`config.mk`:
```
export PLATFORM = sky130hd
export DESIGN_NAME = idex_operand_rv32i
export DESIGN_NICKNAME = d
export VERILOG_FILES = /design/src/rtl/rv32i_pkg.sv /design/src/rtl/fwd_mux_rv32i.sv /design/src/rtl/idex_operand_rv32i.sv
export SDC_FILE = /design/constraint.sdc
export NUM_CORES = 1
export LEC_CHECK = 0
export CELL_PAD_IN_SITES_DETAIL_PLACEMENT = 0
export CELL_PAD_IN_SITES_GLOBAL_PLACEMENT = 1
export CORE_MARGIN = 2
export CORE_UTILIZATION = 32
export CTS_CLUSTER_SIZE = 24
export DETAILED_ROUTE_END_ITERATION = 6
export HOLD_SLACK_MARGIN = 0.05
export PLACE_DENSITY_LB_ADDON = 0.1
export SLEW_MARGIN = 20
export SYNTH_ARGS = -nofsm -noshare
export SYNTH_HDL_FRONTEND = slang
export SYNTH_SLANG_ARGS = --single-unit
```
`constraint.sdc`:
```
create_clock -name clock -period 3.33 [get_ports clock]
set_input_delay 0.666 -clock clock [delete_from_list [all_inputs] [get_ports clock]]
set_output_delay 0.666 -clock clock [all_outputs]
set_load 0.005 [all_outputs]
```
`src/rtl/rv32i_pkg.sv`:
```
// rv32i_pkg: shared RV32I ALU control encodings and register-address helpers
package rv32i_pkg;
    localparam int XLEN   = 32;
    localparam int REG_AW = 5;
    localparam logic [REG_AW-1:0] REG_X0 = 5'd0;
    typedef enum logic [1:0] {
        ALU_ADD   = 2'b00,
        ALU_GATE  = 2'b01,
        ALU_SHIFT = 2'b10,
        ALU_SLT   = 2'b11
    } alu_type_e;
    // cu_alu packing, MSB first: {ALUtype[7:6], adtype[5], gatype[4:3], shiftype[2:1], sltype[0]}
    typedef struct packed {
        alu_type_e  alu_type;
        logic       adtype;
        logic [1:0] gatype;
        logic [1:0] shiftype;
        logic       sltype;
    } cu_alu_t;
    // a writer of rd produces a value that a reader of src needs (x0 never matches)
    function automatic logic rd_hit(input logic [REG_AW-1:0] src, input logic [REG_AW-1:0] rd, input logic we);
        return we && rd != REG_X0 && rd == src;
    endfunction
    // either used source of an instruction reads the register written by rd/we
    function automatic logic raw_hit(input logic [REG_AW-1:0] rd, input logic we,
                                     input logic use1, input logic [REG_AW-1:0] rs1,
                                     input logic use2, input logic [REG_AW-1:0] rs2);
        return (use1 && rd_hit(rs1, rd, we)) || (use2 && rd_hit(rs2, rd, we));
    endfunction
endpackage

```
`src/rtl/fwd_mux_rv32i.sv`:
```
// fwd_mux_rv32i: per-source operand bypass, MEM result beats WB result beats registered regfile data
module fwd_mux_rv32i
    import rv32i_pkg::*;
(
    input  logic [REG_AW-1:0] src,
    input  logic [XLEN-1:0]   reg_data,
    input  logic [REG_AW-1:0] mem_rd,
    input  logic              mem_reg_write,
    input  logic [XLEN-1:0]   mem_result,
    input  logic [REG_AW-1:0] wb_rd,
    input  logic              wb_reg_write,
    input  logic [XLEN-1:0]   wb_result,
    output logic [XLEN-1:0]   fwd
);
    assign fwd = rd_hit(src, mem_rd, mem_reg_write) ? mem_result :
                 rd_hit(src, wb_rd, wb_reg_write)   ? wb_result  : reg_data;
endmodule

```
`src/rtl/idex_operand_rv32i.sv`:
```
// idex_operand_rv32i: ID/EX register and ALU operand stage; IDEX_FORWARDING_EN enables MEM/WB bypass (else full RAW interlock)
module idex_operand_rv32i
    import rv32i_pkg::*;
(
    input  logic              clock,
    input  logic              rstn,
    input  logic              id_valid,
    output logic              id_ready,
    input  logic              ex_stall,
    input  logic              ex_flush,
    input  logic [XLEN-1:0]   id_pc,
    input  logic [XLEN-1:0]   id_imm,
    input  logic [XLEN-1:0]   id_rs1_data,
    input  logic [XLEN-1:0]   id_rs2_data,
    input  logic [REG_AW-1:0] id_rs1,
    input  logic [REG_AW-1:0] id_rs2,
    input  logic [REG_AW-1:0] id_rd,
    input  logic              id_use1,
    input  logic              id_use2,
    input  logic              id_reg_write,
    input  logic              id_mem_read,
    input  logic              id_alu1src,
    input  logic              id_alu2src,
    input  logic [7:0]        id_cu_alu,
    input  logic [REG_AW-1:0] mem_rd,
    input  logic [REG_AW-1:0] wb_rd,
    input  logic              mem_reg_write,
    input  logic              wb_reg_write,
    input  logic [XLEN-1:0]   mem_result,
    input  logic [XLEN-1:0]   wb_result,
    output logic [XLEN-1:0]   alu_in1,
    output logic [XLEN-1:0]   alu_in2,
    output logic [7:0]        ex_cu_alu,
    output logic [XLEN-1:0]   ex_store_data,
    output logic              ex_valid,
    output logic [REG_AW-1:0] ex_rd,
    output logic              ex_reg_write,
    output logic              ex_mem_read
);
    logic [XLEN-1:0]   ex_pc, ex_imm, ex_rs1_data, ex_rs2_data, fwd1, fwd2;
    logic [REG_AW-1:0] ex_rs1, ex_rs2;
    logic              ex_alu1src, ex_alu2src, hazard, bubble, fwd_mem_we, fwd_wb_we;
    cu_alu_t           ex_cu;

`ifdef IDEX_FORWARDING_EN
    // only a load in EX cannot be bypassed: its data arrives a cycle too late
    assign hazard     = id_valid && raw_hit(ex_rd, ex_valid && ex_mem_read, id_use1, id_rs1, id_use2, id_rs2);
    assign fwd_mem_we = mem_reg_write;
    assign fwd_wb_we  = wb_reg_write;
`else
    // without bypass, any in-flight writer of a source blocks ID until it has left WB
    assign hazard     = id_valid && (raw_hit(ex_rd, ex_valid && ex_reg_write, id_use1, id_rs1, id_use2, id_rs2) ||
                                     raw_hit(mem_rd, mem_reg_write, id_use1, id_rs1, id_use2, id_rs2) ||
                                     raw_hit(wb_rd, wb_reg_write, id_use1, id_rs1, id_use2, id_rs2));
    assign fwd_mem_we = 1'b0;
    assign fwd_wb_we  = 1'b0;
`endif

    assign id_ready = !ex_stall && !hazard;
    assign bubble   = ex_flush || (!ex_stall && hazard);

    fwd_mux_rv32i u_fwd1 (
        .src(ex_rs1), .reg_data(ex_rs1_data),
        .mem_rd(mem_rd), .mem_reg_write(fwd_mem_we), .mem_result(mem_result),
        .wb_rd(wb_rd), .wb_reg_write(fwd_wb_we), .wb_result(wb_result),
        .fwd(fwd1)
    );

    fwd_mux_rv32i u_fwd2 (
        .src(ex_rs2), .reg_data(ex_rs2_data),
        .mem_rd(mem_rd), .mem_reg_write(fwd_mem_we), .mem_result(mem_result),
        .wb_rd(wb_rd), .wb_reg_write(fwd_wb_we), .wb_result(wb_result),
        .fwd(fwd2)
    );

    assign alu_in1       = ex_alu1src ? ex_pc : fwd1;
    assign alu_in2       = ex_alu2src ? ex_imm : fwd2;
    assign ex_store_data = fwd2;
    assign ex_cu_alu     = ex_cu;

    // pipeline register: flush/bubble > stall (with WB refresh of held operands) > load from ID
    always_ff @(posedge clock or negedge rstn) begin
        if (!rstn) begin
            ex_valid     <= 1'b0;
            ex_reg_write <= 1'b0;
            ex_mem_read  <= 1'b0;
            ex_rd        <= '0;
            ex_rs1       <= '0;
            ex_rs2       <= '0;
            ex_pc        <= '0;
            ex_imm       <= '0;
            ex_rs1_data  <= '0;
            ex_rs2_data  <= '0;
            ex_alu1src   <= 1'b0;
            ex_alu2src   <= 1'b0;
            ex_cu        <= '{alu_type: ALU_ADD, default: '0};
        end else if (bubble) begin
            ex_valid     <= 1'b0;
            ex_reg_write <= 1'b0;
            ex_mem_read  <= 1'b0;
        end else if (ex_stall) begin
            if (rd_hit(ex_rs1, wb_rd, wb_reg_write)) ex_rs1_data <= wb_result;
            if (rd_hit(ex_rs2, wb_rd, wb_reg_write)) ex_rs2_data <= wb_result;
        end else begin
            ex_valid     <= id_valid;
            ex_reg_write <= id_valid && id_reg_write;
            ex_mem_read  <= id_valid && id_mem_read;
            ex_rd        <= id_rd;
            ex_rs1       <= id_rs1;
            ex_rs2       <= id_rs2;
            ex_pc        <= id_pc;
            ex_imm       <= id_imm;
            ex_rs1_data  <= id_rs1_data;
            ex_rs2_data  <= id_rs2_data;
            ex_alu1src   <= id_alu1src;
            ex_alu2src   <= id_alu2src;
            ex_cu        <= cu_alu_t'(id_cu_alu);
        end
    end
endmodule

```
==> results of run 1 <==
-- area by class of cell --
type,instances,area (µm²),share of cell area [%]
Clock buffer,18,429,3.59
Timing Repair Buffer,347,3470,29.1
Sequential cell,156,3910,32.7
Clock inverter,14,148,1.24
Tap cell,319,399,3.34
Multi-Input combinational cell,432,3600,30.1
-- metal layers --
metal | track usage, % | vias to the layer above
met1 | 23.2 | 2924
li1 | - | 2862
met4 | 4.71 | 0
met5 | 0 | -
met2 | 32.4 | 193
met3 | 6.38 | 19
-- power by group through the flow --
stage          Combinational [mW]  Sequential [mW]  Clock (mW)
6_report                     1.75             2.42        1.94
5_1_grt                      1.88             2.47        2.08
4_1_cts                      1.78             2.42        2.00
3_5_place_dp                 1.77             2.46           0
3_3_place_gp                 1.75             2.44           0
2_1_floorplan               0.735             2.37           0
-- through the flow --
step | hold slack (ns) | power (mW) | setup TNS [ns] | utilization, %
floorplan | 0.370 | 3.11 | 0 | -
CTS | 0.183 | 6.20 | 0 | 50.7
detailed placement | 0.471 | 4.22 | -0.124 | 48.3
finish | 0.179 | 6.11 | 0 | 50.8
global placement | 0.460 | 4.19 | -0.0782 | 48.3
global route | 0.202 | 6.42 | 0 | 50.8
-- registers in the layout, indices dropped and copies added (netlist names) --
signal        count
ex_rs1            5
ex_alu1src        1
ex_cu_alu         8
ex_alu2src        1
ex_reg_write      1
ex_mem_read       1
ex_rs1_data      32
ex_rs2_data      32
ex_rs2            5
ex_rd             5
ex_valid          1
ex_pc            32
ex_imm           32
-- worst max path at each step --
| stage | startpoint | to | slack [ns] | cells past startpoint |
|---|---|---|---|---|
| floorplan | wb_rd[1] | ex_imm[0] | 0.62 | 10 |
| global placement | wb_rd[1] | id_ready | -0.08 | 7 |
| detailed placement | wb_rd[1] | id_ready | -0.12 | 7 |
| CTS | id_rs2[3] | id_ready | 0.15 | 9 |
| global route | id_rs2[3] | id_ready | 0.01 | 9 |
| finish | wb_rd[4] | id_ready | 0.17 | 9 |
-- critical path: cells and delay by family --
family / cells / cell delay [ns]
XOR/XNOR: 1 / 0.14
AND/OR/NAND/NOR: 3 / 0.46
buffers and inverters: 3 / 0.96
AO/OA/AOI/OAI: 2 / 0.27
-- timing repair --
action / CTS / global route
resized for setup: 2 / 1
hold buffers: 0 / 0
hold endpoints to repair: 0 / 0
endpoints found under the setup margin: 1 / 1
setup buffers: 0 / 0
-- cells by family after synthesis --
| logic type | after synthesis | synth area share (%) |
|---|---|---|
| flops | 156 | 50.8 |
| compound gates | 79 | 5.77 |
| buf+inv | 43 | 2.83 |
| simple gates | 96 | 5.25 |
| mux | 217 | 30.8 |
| xor+xnor | 40 | 4.56 |
-- cells in the mapped netlist (2+ instances only) --
master / count / share of area, %
sky130_fd_sc_hd__dfrtp_1: 156 / 51
sky130_fd_sc_hd__mux2_2: 143 / 21
sky130_fd_sc_hd__nand2_1: 75 / 3.7
sky130_fd_sc_hd__mux2i_1: 64 / 8.3
sky130_fd_sc_hd__o21ai_0: 52 / 3.4
sky130_fd_sc_hd__xnor2_1: 26 / 3.0
sky130_fd_sc_hd__clkbuf_1: 24 / 1.2
sky130_fd_sc_hd__o21ai_1: 15 / 0.98
sky130_fd_sc_hd__xor2_1: 14 / 1.6
sky130_fd_sc_hd__mux2_1: 10 / 1.5
sky130_fd_sc_hd__buf_2: 9 / 0.59
sky130_fd_sc_hd__buf_4: 8 / 0.78
sky130_fd_sc_hd__nand3_1: 5 / 0.33
sky130_fd_sc_hd__nand4_1: 4 / 0.33
sky130_fd_sc_hd__nor3_1: 3 / 0.20
sky130_fd_sc_hd__o22ai_1: 3 / 0.24
sky130_fd_sc_hd__a31oi_2: 2 / 0.33
sky130_fd_sc_hd__buf_6: 2 / 0.29
sky130_fd_sc_hd__nor2_1: 2 / 0.098
sky130_fd_sc_hd__nor4_1: 2 / 0.16
sky130_fd_sc_hd__o32ai_1: 2 / 0.23
-- placed cells by master, fill, tap and decap left out, types with 2 or more instances in the layout --
cell and n:
sky130_fd_sc_hd__nand2_1 75, sky130_fd_sc_hd__buf_4 24, sky130_fd_sc_hd__clkinv_4 2, sky130_fd_sc_hd__mux2i_1 64
sky130_fd_sc_hd__o21ai_1 14, sky130_fd_sc_hd__dfrtp_1 154, sky130_fd_sc_hd__dfrtp_2 2, sky130_fd_sc_hd__xnor2_1 26
sky130_fd_sc_hd__o22ai_1 3, sky130_fd_sc_hd__o21ai_0 52, sky130_fd_sc_hd__clkdlybuf4s50_1 315, sky130_fd_sc_hd__mux2_2 143
sky130_fd_sc_hd__inv_8 3, sky130_fd_sc_hd__nor2_1 2, sky130_fd_sc_hd__clkbuf_16 17, sky130_fd_sc_hd__buf_12 6
sky130_fd_sc_hd__nand3_1 5, sky130_fd_sc_hd__nand4_1 4, sky130_fd_sc_hd__mux2_1 10, sky130_fd_sc_hd__a31oi_4 2
sky130_fd_sc_hd__inv_6 7, sky130_fd_sc_hd__nor3_1 3, sky130_fd_sc_hd__o32ai_1 2, sky130_fd_sc_hd__xor2_1 14
==> run_results.csv, run 1 <==
group,metric,value,unit
die,floorplan_row_count,56,
timing,setup_slack,0.165,ns
logic_synthesis,synthesis.instances,631,
timing,timing.max_slew.rel_slack,36.2,%
logic_synthesis,postSynthRegisterBits,156,
power,sequentialPowerShare,39.6,%
routing,route.layer.met1.wl,10200,µm
logic_synthesis,avg_cell_area_syn,12.2,µm²
placed_design,hpwl,17400,µm
layout,number_of_diodes_added_for_antenna_fixing,0,
layout,layout.cell_area.non_filler,12000,µm²
clock_network,cts-buffers-inserted,17,
setup_path,reg2reg_from,"ex_rd[0]",
grt,number_of_global_route_vias_before_repair,6469,
logic_synthesis,mappedNetlistArea,7680,µm²
grt,global_route.usage.total,19.0,%
placed_design,gpl.final_weighted_congestion,0.851,
min_path,hold_path.class,"in -> async",
clock_network,clk_transition_reported_paths,0.07,ns
routing,final_antenna_net_count,0,
setup_path,timing.critical_path.to_type,"output pin",
grt,first_pass_grt_wire_length,37400,µm
setup_path,setup.reg_to_reg.worst_slack,0.68,ns
clock_network,worst_skew_pair.late_latency,0.43,ns
layout,layout-drive-gt1-share,22.1,%
timing,final.setup_skew,0.0133,ns
layout,fin_cells,1286,
power,internal_power,4.41,mW
routing,num_vias,5998,
die,io_pins,351,
routing,highest_layer,"met4",
setup_path,nature_of_the_critical_path_startpoint,"primary input",
setup_path,cp.arrival,2.50,ns
logic_synthesis,ys_warn_count,0,
setup_path,r2r-end,"ex_pc[19]",
clock_network,clk_path_buf_depth,2,
timing,endpoints_failing_hold,0,
setup_path,reg2regPathDepth,8,
die,floorplan.initialDensity,32.6,%
grt,grt_remaining_overflow,0,
routing,violation_count_after_the_first_detailed_routing_iteration,177,
placed_design,placement.io_buffers,318,
routing,viasPerCell,4.66,
die,die_width,159,µm
timing,final.period_utilization,95.0,%
power,power.leakage,4.97,nW
grt,grt_max_degree,65,
timing,finalMaxSlewViolations,0,
setup_path,cp.required,2.66,ns
timing,rsz0062_at_grt,"false",
routing,drt_wl_total,23900,µm
placed_design,instance_area_after_placement,11400,µm²
timing,fmax,316,MHz
placed_design,placed_cells,1254,
setup_path,timing.critical_path.cells,"clkdlybuf4s50_1 > buf_4 > xor2_1 > nor4_2 > nand3_1 > a21o_1 > nand2_1 > a21oi_1 > dlygate4sd2_1",
layout,areaGrowthSynthToFinish,55.6,%
routing,detail_route.drc_violations,0,
logic_synthesis,synth.lib_cells_used.distinct,31,
power,pwr_density_cell,511,nW/µm²
job,drv.max_cap_violation_count,0,
setup_path,setup.worst_path.class,"in -> out",
clock_network,tritoncts,"done",
routing,post_drt_wl_per_cell,18.6,µm
timing,timing.final.crit_period,3.16,ns
setup_path,critical-path-slowest-cell,"sky130_fd_sc_hd__clkdlybuf4s50_1",
logic_synthesis,synth_async_sr_flop_share,100,%
routing,route.met2.wl,11800,µm
logic_synthesis,ys_seq_area_share,50.8,%
layout,layout.nets,1192,
logic_synthesis,mappedNetlistNets,869,
timing,setup-violations-final,0,
clock_network,cts.htree.levels,4,
power,p_comb_share,28.6,%
power,peakVddDrop,262,µV
layout,fill_cells,2168,
run_status,status,"finished, final reports clean",
power,switching_share,27.8,%
die,floorplan_die_area,25300,µm²
power,power.clock.fraction,31.8,%
placed_design,dp_slack,-0.124,ns
timing,worst_pin_slew,0.956,ns
die,design.core.area,23500,µm²
setup_path,timing.critical_path.fanout_max,3,
routing,router_iterations_before_antenna_repair,4,
routing,wl_met3,1610,µm
setup_path,critPathMaxStageDelay,0.48,ns
grt,antenna_found_initial,0,
logic_synthesis,main_flop_type_after_synthesis,"sky130_fd_sc_hd__dfrtp_1",
logic_synthesis,synth-edff-count,0,
die,die_y,159,µm
power,power.net_switching,1.70,mW
clock_network,clock-root-buffer,"sky130_fd_sc_hd__clkbuf_16",
clock_network,clkSinkCount,156,
Note: power is estimated with default switching activity, not from simulation.
==> inputs of run 2 (changes only) <==
CORE_UTILIZATION = 29   (was 32)
clock period = 2.6 ns   (was 3.33 ns; I/O delays follow)
==> run_results.csv, run 2 (synthesized netlist as in run 1, its figures left out) <==
group,metric,value,unit
run_status,status,"finished, final reports clean",
setup_path,timing.critical_path.to_type,"register",
setup_path,critPathMaxStageDelay,0.39,ns
routing,num_vias,6040,
routing,post_drt_wl_per_cell,18.2,µm
timing,setup-violations-final,0,
die,die_y,167,µm
routing,final_antenna_net_count,0,
routing,drt_wl_total,24200,µm
timing,final.setup_skew,0.0113,ns
routing,violation_count_after_the_first_detailed_routing_iteration,224,
timing,finalMaxSlewViolations,0,
layout,fin_cells,1330,
layout,leading_cell_type_in_the_layout_fill_and_taps_excluded,"sky130_fd_sc_hd__clkdlybuf4s50_1",
grt,number_of_global_route_vias_before_repair,6311,
routing,detail_route.drc_violations,0,
timing,final.period_utilization,99.3,%
setup_path,setup.reg_to_reg.worst_slack,0.02,ns
clock_network,worst_skew_pair.late_latency,0.42,ns
layout,areaGrowthSynthToFinish,61.4,%
routing,viasPerCell,4.54,
clock_network,cts.htree.levels,4,
timing,finalSetupTns,0,ns
grt,antenna_found_initial,0,
layout,layout.cells.most_common_list,"304 x sky130_fd_sc_hd__clkdlybuf4s50_1, 154 x sky130_fd_sc_hd__dfrtp_1, 129 x sky130_fd_sc_hd__mux2_2",
clock_network,clock-root-buffer,"sky130_fd_sc_hd__clkbuf_16",
timing,worst_pin_slew,0.652,ns
placed_design,placement.io_buffers,318,
placed_design,hpwl,17900,µm
clock_network,clkSinkCount,156,
placed_design,gpl.final_weighted_congestion,0.758,
grt,grt_max_degree,65,
die,io_pins,351,
timing,fmax,387,MHz
setup_path,reg2regPathDepth,10,
setup_path,r2r-end,"ex_alu2src",
setup_path,nature_of_the_critical_path_startpoint,"register",
setup_path,cp.arrival,2.88,ns
clock_network,clk_path_buf_depth,2,
power,switching_share,27.6,%
die,die_width,167,µm
routing,router_iterations_before_antenna_repair,5,
job,drv.max_cap_violation_count,0,
die,floorplan_row_count,59,
min_path,hold_path.class,"in -> async",
power,p_comb_share,30.3,%
setup_path,reg2reg_from,"ex_rd[0]",
timing,timing.max_slew.rel_slack,56.5,%
setup_path,timing.critical_path.cells,"or3_1 > o311a_1 > a32oi_2 > nand2_2 > buf_6 > a21boi_4 > buf_12 > buf_6 > buf_12 > mux2_2",
power,pwr_density_cell,635,nW/µm²
die,floorplan.initialDensity,29.5,%
timing,timing.final.crit_period,2.58,ns
grt,first_pass_grt_wire_length,37500,µm
die,floorplan_die_area,27800,µm²
timing,rsz0062_at_grt,"true",
setup_path,critical-path-slowest-cell,"sky130_fd_sc_hd__or3_1",
power,peakVddDrop,377,µV
power,power.net_switching,2.17,mW
setup_path,cp.required,2.90,ns
power,design_power_total,7.87,mW
grt,grt_remaining_overflow,0,
timing,endpoints_failing_hold,0,
die,design.core.area,26100,µm²
power,sequentialPowerShare,38.7,%
power,power.leakage,5.22,nW
setup_path,timing.critical_path.fanout_max,7,
layout,layout.nets,1219,
power,internal_power,5.70,mW
placed_design,placed_cells,1287,
power,power.clock.fraction,31.0,%
grt,global_route.usage.total,17.5,%
layout,layout-drive-gt1-share,24.7,%
clock_network,clk_transition_reported_paths,0.07,ns
clock_network,cts-buffers-inserted,17,
setup_path,setup.worst_path.class,"reg -> reg",
clock_network,cts_hold_repair.buffers,0,
clock_network,tritoncts,"done",
run 2: worst max-delay path by stage:
stage | from | slack (ns) | to
after floorplan | wb_rd[1] | 0.03 | ex_imm[0]
after global placement | wb_rd[1] | -0.49 | id_ready
after detailed placement | wb_rd[1] | -0.50 | id_ready
after CTS | ex_rd[1] | -0.01 | id_ready
after global routing | ex_rd[0] | -0.06 | id_ready
final | ex_rd[0] | 0.02 | ex_alu2src
run 2: per-layer routing:
metal	up-vias	global-route usage [%]	share of wire, %
met5	-	0	0
li1	2942	-	-
met2	189	28.5	48
met1	2891	22.4	44
met3	18	5.56	6.6
met4	0	4.76	1.4
run 2: power by group through the flow:
| stage | logic [mW] | registers (mW) | clock network, mW |
|---|---|---|---|
| 2_1_floorplan | 0.942 | 3.04 | 0 |
| 4_1_cts | 2.42 | 3.06 | 2.52 |
| 5_1_grt | 2.58 | 3.10 | 2.64 |
| 3_3_place_gp | 2.36 | 3.09 | 0 |
| 6_report | 2.39 | 3.04 | 2.44 |
| 3_5_place_dp | 2.37 | 3.10 | 0 |
run 2: worst max-delay path, delay by kind of cell, from the launching register on:
family | cells | cell delay (ns)
compound gates | 3 | 0.71
buf+inv | 4 | 0.54
flops | 1 | 0.38
mux | 1 | 0.33
simple gates | 2 | 0.51
run 2: what timing repair did:
action                     CTS  global route
cloned                       3             0
resized for setup           33             9
setup endpoints to repair   87            70
setup buffers                8             3
pin swaps                   10             5
run 2: through the flow:
step,hold slack (ns),worst slack [ns],cell area (µm²),util (%)
4_1_cts,0.102,-0.0106,12400,47.5
3_5_place_dp,0.466,-0.499,11600,44.7
3_3_place_gp,0.461,-0.487,11600,44.7
2_1_floorplan,0.224,0.0323,7680,-
6_report,0.0847,0.0176,12400,47.6
5_1_grt,0.131,-0.0571,12400,47.6
run 2: layout make-up:
type                    count  area (µm²)
diodes                      1        2.50
clock buffers              19         453
clock inverters            13         119
fillers                  2455       13700
multi-input cells         432        3660
flip-flops and latches    156        3910
well taps                 335         419
repair buffers            374        3840
==> inputs of run 3 (changes only) <==
PLACE_DENSITY = 0.9   (was unset)
PLACE_DENSITY_LB_ADDON = unset   (was 0.1)
==> run_results.csv, run 3 (synthesized netlist as in run 1, its figures left out) <==
group,metric,value,unit
run_status,status,"finished, final reports clean",
layout,leading_cell_type_in_the_layout_fill_and_taps_excluded,"sky130_fd_sc_hd__clkdlybuf4s50_1",
routing,router_iterations_before_antenna_repair,4,
grt,global_route.usage.total,16.3,%
routing,final_antenna_net_count,0,
setup_path,nature_of_the_critical_path_startpoint,"register",
timing,setup-violations-final,0,
timing,finalMaxSlewViolations,0,
timing,timing.final.crit_period,2.59,ns
power,p_comb_share,30.0,%
power,peakVddDrop,413,µV
layout,areaGrowthSynthToFinish,61.7,%
timing,final.setup_skew,0.0107,ns
power,sequentialPowerShare,38.3,%
layout,layout.cells.most_common_list,"302 x sky130_fd_sc_hd__clkdlybuf4s50_1, 154 x sky130_fd_sc_hd__dfrtp_1, 127 x sky130_fd_sc_hd__mux2_2",
routing,viasPerCell,4.67,
setup_path,timing.critical_path.fanout_max,12,
placed_design,placement.io_buffers,318,
routing,detail_route.drc_violations,0,
die,die_y,167,µm
clock_network,worst_skew_pair.late_latency,0.41,ns
job,drv.max_cap_violation_count,0,
routing,post_drt_wl_per_cell,18.4,µm
routing,violation_count_after_the_first_detailed_routing_iteration,267,
power,internal_power,5.80,mW
placed_design,placed_cells,1276,
placed_design,hpwl,17100,µm
clock_network,clock-root-buffer,"sky130_fd_sc_hd__clkbuf_16",
layout,layout.cell_area.non_filler,12400,µm²
layout,fin_cells,1322,
clock_network,clk_transition_reported_paths,0.07,ns
min_path,hold_path.class,"in -> async",
power,power.net_switching,2.19,mW
timing,endpoints_failing_hold,0,
placed_design,gpl.final_weighted_congestion,0.822,
timing,final.period_utilization,99.5,%
layout,number_of_diodes_added_for_antenna_fixing,0,
layout,layout.nets,1212,
timing,timing.hold.ws,0.0433,ns
grt,first_pass_grt_wire_length,35700,µm
die,die_width,167,µm
timing,timing.max_slew.rel_slack,49.2,%
placed_design,dp_slack,-0.522,ns
clock_network,tritoncts,"done",
die,io_pins,351,
grt,antenna_found_initial,2,
setup_path,reg2reg_from,"ex_rd[0]",
layout,utilization,47.7,%
power,power.clock.fraction,31.7,%
grt,grt_max_degree,54,
power,pwr_density_cell,643,nW/µm²
setup_path,timing.critical_path.to_type,"register",
grt,grt_remaining_overflow,0,
setup_path,setup.reg_to_reg.worst_slack,0.01,ns
die,floorplan.initialDensity,29.5,%
routing,num_vias,6172,
timing,finalSetupTns,0,ns
clock_network,cts.htree.levels,4,
die,floorplan_row_count,59,
die,floorplan_die_area,27800,µm²
power,power.leakage,5.25,nW
routing,highest_layer,"met5",
placed_design,instance_area_after_placement,11500,µm²
grt,number_of_global_route_vias_before_repair,6468,
timing,worst_pin_slew,0.762,ns
timing,rsz0062_at_grt,"true",
routing,drt_wl_total,24300,µm
timing,setup_slack,0.0135,ns
routing,route.met2.wl,11800,µm
setup_path,cp.required,2.89,ns
setup_path,cp.arrival,2.88,ns
power,switching_share,27.4,%
power,design_power_total,7.98,mW
clock_network,clk_path_buf_depth,2,
clock_network,cts-buffers-inserted,17,
clock_network,clkSinkCount,156,
setup_path,setup.worst_path.class,"reg -> reg",
routing,wl_met3,1340,µm
setup_path,reg2regPathDepth,9,
setup_path,r2r-end,"ex_imm[27]",
layout,layout-drive-gt1-share,24.6,%
routing,route.layer.met1.wl,10800,µm
timing,fmax,387,MHz
die,design.core.area,26100,µm²
run 3: changes by cell type in the layout (fill, tap and decap cells not counted), sizes merged, moves of 2 or more:
cell           change
clkinv             +3
buf               -12
clkbuf             +5
inv                -2
clkdlybuf4s50      -2
clkinvlp           -2
run 3: power by group through the flow:
stage	registers [mW]	clock network [mW]	logic (mW)
final	3.05	2.53	2.40
after global routing	3.11	2.75	2.58
after CTS	3.06	2.63	2.34
after detailed placement	3.10	0	2.33
after global placement	3.08	0	2.30
after floorplan	3.04	0	0.942
run 3: worst max-delay path by stage:
stage	from	end	slack, ns	cells after the start
finish	ex_rd[0]	ex_imm[27]	0.01	9
detailed placement	wb_rd[1]	id_ready	-0.52	7
global placement	id_rs2[0]	id_ready	-0.55	8
CTS	ex_rd[0]	id_ready	-0.008	6
floorplan	wb_rd[1]	ex_imm[0]	0.03	10
global route	ex_rd[0]	id_ready	-0.1	6
run 3: area by class of cell:
type                    instances  area (µm²)
fillers                      2387       13600
flip-flops and latches        156        3910
repair buffers                367        3810
multi-input cells             432        3680
clock buffers                  19         453
well taps                     335         419
clock inverters                13         148
run 3: critical path, cell delays in order, from the launching register on:
cell and delay, ns:
sky130_fd_sc_hd__dfrtp_1 0.37, sky130_fd_sc_hd__or3_1 0.37, sky130_fd_sc_hd__o311a_1 0.30, sky130_fd_sc_hd__a32oi_2 0.22
sky130_fd_sc_hd__nand2_2 0.09, sky130_fd_sc_hd__buf_4 0.15, sky130_fd_sc_hd__a21boi_4 0.26, sky130_fd_sc_hd__buf_6 0.18
sky130_fd_sc_hd__clkbuf_16 0.19, sky130_fd_sc_hd__mux2_2 0.34
run 3: metal layers:
layer | track usage, % | up-vias
met5 | 0 | -
met4 | 3.94 | 4
met3 | 4.59 | 24
met2 | 27.5 | 197
met1 | 20.7 | 3025
li1 | - | 2922
run 3: repair_timing:
item                                    in CTS  in global routing
gates resized for setup                     22                 30
pin swaps                                   10                  1
buffers inserted                             2                  3
cloned                                       0                  9
endpoints found under the setup margin      34                 85
hold buffers                                 0                  0
